**src/rtl/instr_fetch_pkg.sv**
```systemverilog
// Shared processor package: fetch FSM states and default fetch widths.
package instr_fetch_pkg;

  localparam int PC_W_DEF = 10;
  localparam int IW_DEF   = 9;

  localparam logic [IW_DEF-1:0] HALT_OP_DEF = '1;

  localparam logic [15:0] CYCLE_MAX = 16'hFFFF;

  typedef enum logic [1:0] {
    IDLE  = 2'd0,
    FETCH = 2'd1,
    HALT  = 2'd2
  } fetch_state_t;

endpackage

```
**src/rtl/instr_fetch_pc_next.sv**
```systemverilog
// Next program-counter selection: sequential increment, PC-relative add
// or absolute branch target. Wraps naturally modulo 2^PC_W.
module pc_next
  import instr_fetch_pkg::*;
#(
  parameter int PC_W = PC_W_DEF
) (
  input  logic [PC_W-1:0] pc,
  input  logic            branch_taken,
  input  logic            branch_abs,
  input  logic [PC_W-1:0] branch_target,
  output logic [PC_W-1:0] next_pc
);

  // The relative target is a two's-complement offset, so a plain
  // PC_W-bit add handles both forward and backward branches.
  always_comb begin
    next_pc = pc + PC_W'(1);
    if (branch_taken) begin
      if (branch_abs) begin
        next_pc = branch_target;
      end else begin
        next_pc = pc + branch_target;
      end
    end
  end

endmodule

```
**src/rtl/instr_fetch.sv**
```systemverilog
// Instruction fetch unit: drives the ROM address, registers the returned
// word for decode, squashes the wrong-path word after a taken branch and
// stops when the halt opcode reaches the fetch register.
module instr_fetch
  import instr_fetch_pkg::*;
#(
  parameter int              PC_W    = PC_W_DEF,
  parameter int              IW      = IW_DEF,
  parameter logic [IW-1:0]   HALT_OP = IW'(HALT_OP_DEF)
) (
  input  logic            clk,
  input  logic            reset,
  input  logic            start,
  input  logic            stall,
  input  logic            branch_taken,
  input  logic            branch_abs,
  input  logic [PC_W-1:0] branch_target,
  input  logic [IW-1:0]   instr_in,
  output logic [PC_W-1:0] pc_out,
  output logic [IW-1:0]   instr_out,
  output logic            instr_valid,
  output logic [2:0]      imm_index,
  output logic            halted,
  output logic [15:0]     cycle_count
);

  fetch_state_t    state;
  logic [PC_W-1:0] next_pc;

  pc_next #(
    .PC_W(PC_W)
  ) u_pc_next (
    .pc            (pc_out),
    .branch_taken  (branch_taken),
    .branch_abs    (branch_abs),
    .branch_target (branch_target),
    .next_pc       (next_pc)
  );

  // The immediate-table index is simply the low bits of the fetched word.
  assign imm_index = instr_out[2:0];

  // Fetch FSM, PC, fetch register and cycle counter. The halt check comes
  // first so that neither a stall nor a branch can keep a halt word alive.
  always_ff @(posedge clk) begin
    if (reset) begin
      state       <= IDLE;
      pc_out      <= '0;
      instr_out   <= '0;
      instr_valid <= 1'b0;
      halted      <= 1'b0;
      cycle_count <= '0;
    end else begin
      case (state)
        IDLE, HALT: begin
          instr_valid <= 1'b0;
          if (start) begin
            state       <= FETCH;
            pc_out      <= '0;
            cycle_count <= '0;
            halted      <= 1'b0;
          end
        end
        FETCH: begin
          if (instr_valid && (instr_out == HALT_OP)) begin
            state       <= HALT;
            halted      <= 1'b1;
            instr_valid <= 1'b0;
          end else if (!stall) begin
            pc_out      <= next_pc;
            instr_out   <= instr_in;
            instr_valid <= !branch_taken;
            if (cycle_count != CYCLE_MAX) begin
              cycle_count <= cycle_count + 16'd1;
            end
          end
        end
        default: begin
          state       <= IDLE;
          instr_valid <= 1'b0;
          halted      <= 1'b0;
        end
      endcase
    end
  end

endmodule
```
**config.mk**
```make
export PLATFORM = sky130hd
export DESIGN_NAME = instr_fetch
export DESIGN_NICKNAME = d
export VERILOG_FILES = /design/src/rtl/instr_fetch_pkg.sv /design/src/rtl/instr_fetch_pc_next.sv /design/src/rtl/instr_fetch.sv
export SDC_FILE = /design/constraint.sdc
export NUM_CORES = 1
export LEC_CHECK = 0
export BUFFER_PORTS_ARGS = -buffer_cell sky130_fd_sc_hd__buf_2
export CAP_MARGIN = 30
export CORE_MARGIN = 5
export CORE_UTILIZATION = 36
export DETAILED_ROUTE_END_ITERATION = 10
export PLACE_DENSITY = 0.69
export SETUP_SLACK_MARGIN = 0.5
export SLEW_MARGIN = 20
export SYNTH_ARGS = -nofsm -noshare
export SYNTH_HDL_FRONTEND = slang
export SYNTH_SLANG_ARGS = --single-unit
```
**constraint.sdc**
```tcl
create_clock -name clk -period 4 [get_ports clk]
set_input_delay 0.8 -clock clk [delete_from_list [all_inputs] [get_ports clk]]
set_output_delay 0.8 -clock clk [all_outputs]
set_load 0.05 [all_outputs]
```
==> metrics.txt, run 1 <==
Layout Cells excl Fill 449; Mapped Cells 310; share of layout cells above drive strength 1 24.9%; number of CTS-inserted buffers 5; Post-Place Setup Slack 1270 ps; drc violations 0; max_slew headroom 51.6%; total power draw 0.829 mW; vias in the first global route 2,386; CTS Buffer Depth 2; fin crit share 61.3%; status finished, final reports clean; Worst EP required 4240 ps; WL final 6.49 mm; Initial Util 36.8%; CTS tree yes; actual slew at the worst max-slew pin 726 ps; htree depth 2; nets 405; hold slack 475 ps; die area 8680 sq um; Setup crit start branch_target[0]; worst-path maximum fanout 3; Critical Path AT 2690 ps; antenna cells 0; distinct cell type count after synthesis 63; area of the core 6760 sq um; Area Growth Syn to Fin 17.8%; Max Freq 408 MHz; post_cts resized 0; slowest CP cell fa_1; antenna viol nets, final 0; Setup CP Type in2reg; Setup Skew 7.23 ps; first-pass GRT wire length 10.9 mm; Min Clock Period, post-route 2450 ps; initial DRC count 72; placed cell area 2840 sq um; Setup crit end kind register; Top Ports 65; dpl cells 441; Syn Area/Cell 8.03 sq um; worst vdd ir 0.164 mV; Critical Path Start Type primary input; largest net degree at the start of global routing 29; Remaining Overflow, GRT 0; MaxCap Viol Count 0; num rows 30; critical-path cell list buf_2 -> ha_1 -> inv_1 -> fa_1 -> nor2b_1 -> o2111ai_1 -> and4_1 -> o311ai_0 -> a22o_1; Hold Path Class reg2reg; final hold violation count 0; placed wire-length estimate 4.88 mm; Max Slew Vio Count 0; Top delay family on crit path compound AO/OA/AOI/OAI gates; Final WS setup 1550 ps; Design Area, Final 2930 sq um; setup violators final 0; GRT Total Usage 15.1%; First-pass DRT Iterations 5; final core utilization 43.4%; setup bufs post-CTS 0; global placement routability congestion 0.889; via count 2,559; port bufs 64; Power Density 283 nW/um^2; CTS sink count 38; WL/cell 14.5 microns; RSZ-0062 raised after global routing false; main flop type after synthesis dfxtp_1; CP max stage delay 410 ps; setup TNS 0 ps; mapped cell area 2490 sq um; clock root buffer clkbuf_8; number of synthesized flops with an enable pin 0; clock latency on the worst-skew pair 290 ps; drt via density 5.70; asr flop ratio synth 0%; die height 93.1 microns; CP bufs+invs 2; clock slew at reported path FFs 80 ps; #FFs+latches synth 38; CTS Hold Bufs 0; FILL cells 710; die extent in x 93.1 microns; yosys warns 0; register area share after synthesis 30.6%; Lkg Pwr 1.22 nW; RR Startpoint pc_out[0]; Synth Net Count 347; Min-Delay Startpoint instr_out[8]; initial antenna violation count 0
[cell families after synthesis]
family	Yosys count	synth area share (%)
muxes	9	3.77
xor gates and xnor gates	6	2.11
buffers and inverters	28	5.78
DFF	38	30.6
adders and majority gates	12	6.33
AOI/OAI and AO/OA	92	25.2
and+or+nand+nor	125	26.2
[cell usage after synthesis, types with 5 or more instances]
| cell type | count | area share, % |
|---|---|---|
| nand2_1 | 42 | 6.3 |
| dfxtp_1 | 38 | 31 |
| a21oi_1 | 25 | 5.0 |
| nor2_1 | 16 | 2.4 |
| nand3_1 | 14 | 2.8 |
| inv_1 | 13 | 2.0 |
| o21ai_0 | 12 | 2.4 |
| ha_1 | 11 | 5.5 |
| o31ai_1 | 9 | 2.7 |
| or4_1 | 9 | 2.7 |
| clkbuf_1 | 8 | 1.2 |
| nor3_1 | 7 | 1.4 |
| mux2i_1 | 6 | 2.4 |
| a21oi_2 | 5 | 1.8 |
| nand4_1 | 5 | 1.3 |
| or3_1 | 5 | 1.3 |
[tightest hold or removal path, cell delays in order (launching register included)]
cell and delay, ps:
dfxtp_1 330, nand2_1 60, a21oi_1 50
[registers in the layout, summed over array words and instances, names as in the netlist]
| name | cells |
|---|---|
| instr_valid | 1 |
| state | 2 |
| instr_out | 9 |
| cycle_count | 16 |
| pc_out | 10 |
[metal layers]
| metal | wire [microns] | GRT usage, % |
|---|---|---|
| met1 | 2960 | 19.3 |
| met2 | 3100 | 25.7 |
| met3 | 342 | 3.54 |
| met4 | 96 | 3.54 |
| met5 | 0 | 0 |
[layout make-up]
| type | instances | area, sq um | area share [%] |
|---|---|---|---|
| clock buffer | 6 | 82.6 | 2.82 |
| clock inverter | 2 | 12.5 | 0.427 |
| inverter | 13 | 48.8 | 1.66 |
| multi-input combinational | 244 | 1590 | 54.3 |
| sequential | 38 | 761 | 25.9 |
| tap | 80 | 100 | 3.41 |
| timing repair buffer | 66 | 335 | 11.4 |
[where the power goes]
group | total (mW) | internal (mW) | switching [mW]
clock network | 0.279 | 0.139 | 0.140
registers | 0.396 | 0.386 | 0.00943
logic | 0.155 | 0.0506 | 0.104
total | 0.829 | 0.576 | 0.254
[final timing paths]
check	slack [ps]	depth (start not counted)	end
min	470	2	instr_out[8]
min reg2reg	470	2	instr_out[8]
max reg2reg	1650	8	pc_out[6]
max	1550	9	pc_out[6]
[layout by cell type, fill, tap and decap left out, types with 5 or more instances in the layout]
cell,count
ha_1,11
or4_1,9
nand4_1,5
a21oi_1,25
inv_1,13
dfxtp_1,38
nand2_1,42
mux2i_1,6
nor3_1,7
or3_1,5
nor2_1,16
o31ai_1,9
nand3_1,14
a21oi_2,5
buf_2,64
clkbuf_8,6
o21ai_0,12
Power figures use the tool's default switching activity.
==> inputs of run 2 (changes only) <==
==> constraint.sdc (replaced) <==
create_clock -name clk -period 2.3 [get_ports clk]
set_input_delay 0.46 -clock clk [delete_from_list [all_inputs] [get_ports clk]]
set_output_delay 0.46 -clock clk [all_outputs]
set_load 0.05 [all_outputs]
==> metrics.txt, run 2 (synthesis gave the netlist of run 1 again) <==
worst-path maximum fanout 5; Sequential Area 855 sq um; reg2reg end pc_out[7]; part of the power in the clock network 39.9%; Setup CP Type reg2reg; clock latency on the worst-skew pair 290 ps; Comb pwr share 21.5%; Top Registers cycle_count (16), pc_out (10), instr_out (9); R2R Setup Slk 300 ps; port bufs 64; first-pass GRT wire length 12.2 mm; Max Slew Vio Count 0; vias in the first global route 2,562; drc violations 0; Lkg Pwr 1.50 nW; Initial Util 36.8%; via count 2,737; antenna cells 0; largest net degree at the start of global routing 23; status finished, final reports clean; First-pass DRT Iterations 4; die height 93.1 microns; Min-Delay Startpoint instr_in[5]; fin crit share 87.1%; clock root buffer clkbuf_8; setup violators final 0; Top Ports 65; area of the multi-input gates 1920 sq um; initial antenna violation count 0; max_slew headroom 71.7%; htree depth 2; share of layout cells above drive strength 1 50.6%; total power draw 1.74 mW; power share of the sequential group 38.6%; placed wire-length estimate 5.18 mm; MaxCap Viol Count 0; commonest non-fill, non-tap cells in the layout 64 x buf_2, 42 x nand2_1, 28 x buf_4, 21 x dfxtp_4, 20 x a21oi_1; global placement routability congestion 0.871; FILL cells 607; worst vdd ir 0.355 mV; Hold Path Class in2reg; nets 437; Power Density 468 nW/um^2; Area Growth Syn to Fin 49.2%; GRT Total Usage 17.2%; Top delay family on crit path compound AO/OA/AOI/OAI gates; Critical Path AT 2220 ps; slowest CP cell a2111o_1; Setup crit end kind register; largest register by flop count cycle_count; Setup Skew 7.73 ps; initial DRC count 109; Critical Path Start Type register; CP max stage delay 430 ps; num rows 30; Pint 1.24 mW; actual slew at the worst max-slew pin 424 ps; RSZ-0062 raised after global routing true; die area 8680 sq um; die extent in x 93.1 microns; commonest non-fill, non-tap cell in the layout buf_2; Max Freq 499 MHz; hold slack 391 ps; WHS Endpoint instr_out[5]; Worst EP required 2520 ps; number of CTS-inserted buffers 5; critical-path cell list ha_4 -> o21a_1 -> a2111o_1 -> and3_1 -> or3_1 -> a211oi_2; Remaining Overflow, GRT 0; antenna viol nets, final 0; CTS tree yes; WL/cell 16.3 microns; Sw Share 28.5%; setup TNS 0 ps; Min Clock Period, post-route 2000 ps; clock slew at reported path FFs 90 ps; number of flip-flops in the largest register 16; CP bufs+invs 0; hold path cells 3; WL final 7.85 mm; drt via density 5.69; Psw 0.494 mW; area of the core 6760 sq um; CTS Buffer Depth 2; final hold violation count 0; CTS sink count 38; worst r2r path cells 6; RR Startpoint pc_out[2]
## run 2: worst max path at each step
stage	from	endpoint	slack, ps	depth (start not counted)
after detailed placement	branch_target[1]	pc_out[7]	20	7
after CTS	pc_out[1]	pc_out[7]	280	6
after global placement	branch_target[1]	pc_out[7]	40	7
after global routing	pc_out[1]	pc_out[7]	250	6
final	pc_out[2]	pc_out[7]	300	6
after floorplan	pc_out[1]	pc_out[7]	210	6
## run 2: power by group through the flow
| stage | Combinational, mW | Clock, mW | Sequential [mW] |
|---|---|---|---|
| 6_report | 0.374 | 0.693 | 0.670 |
| 5_1_grt | 0.406 | 0.732 | 0.672 |
| 4_1_cts | 0.344 | 0.706 | 0.670 |
| 3_5_place_dp | 0.286 | 0 | 0.687 |
| 3_3_place_gp | 0.281 | 0 | 0.686 |
| 2_1_floorplan | 0.167 | 0 | 0.728 |
## run 2: routing by layer
layer  vias up  wire length, microns  track usage (%)
met2        89                  3960             29.9
li1       1336                     -                -
met4         0                   156             3.66
met1      1294                  3310             21.4
met3        18                   425             4.10
met5         -                     0                0
## run 2: stage by stage
stage	worst slack [ps]	util (%)	std cells	area [sq um]
finish	297	55.0	481	3710
detailed placement	18.6	45.0	446	3040
global route	247	55.0	481	3710
floorplan	211	-	310	2660
global placement	43.1	45.0	446	3040
CTS	277	50.7	469	3430
## run 2: final cells by class
type,instances,area share (%)
tap,80,2.70
inverter,13,1.31
sequential,38,23.0
clock inverter,3,1.85
timing repair buffer,98,17.6
multi-input combinational,244,51.7
clock buffer,5,1.85
## run 2: worst reg2reg max path, stage by stage, from the launching register on
cell and delay, ps:
dfxtp_4 380, ha_4 240, o21a_1 210, a2111o_1 430, and3_1 150, or3_1 360
a211oi_2 170
## run 2: what timing repair did
item / in CTS / in global routing
gates resized for setup: 22 / 36
gates cloned: 2 / 1
setup endpoints to repair: 18 / 27
hold buffers: 0 / 0
pin swaps: 15 / 18
setup buffers: 13 / 11
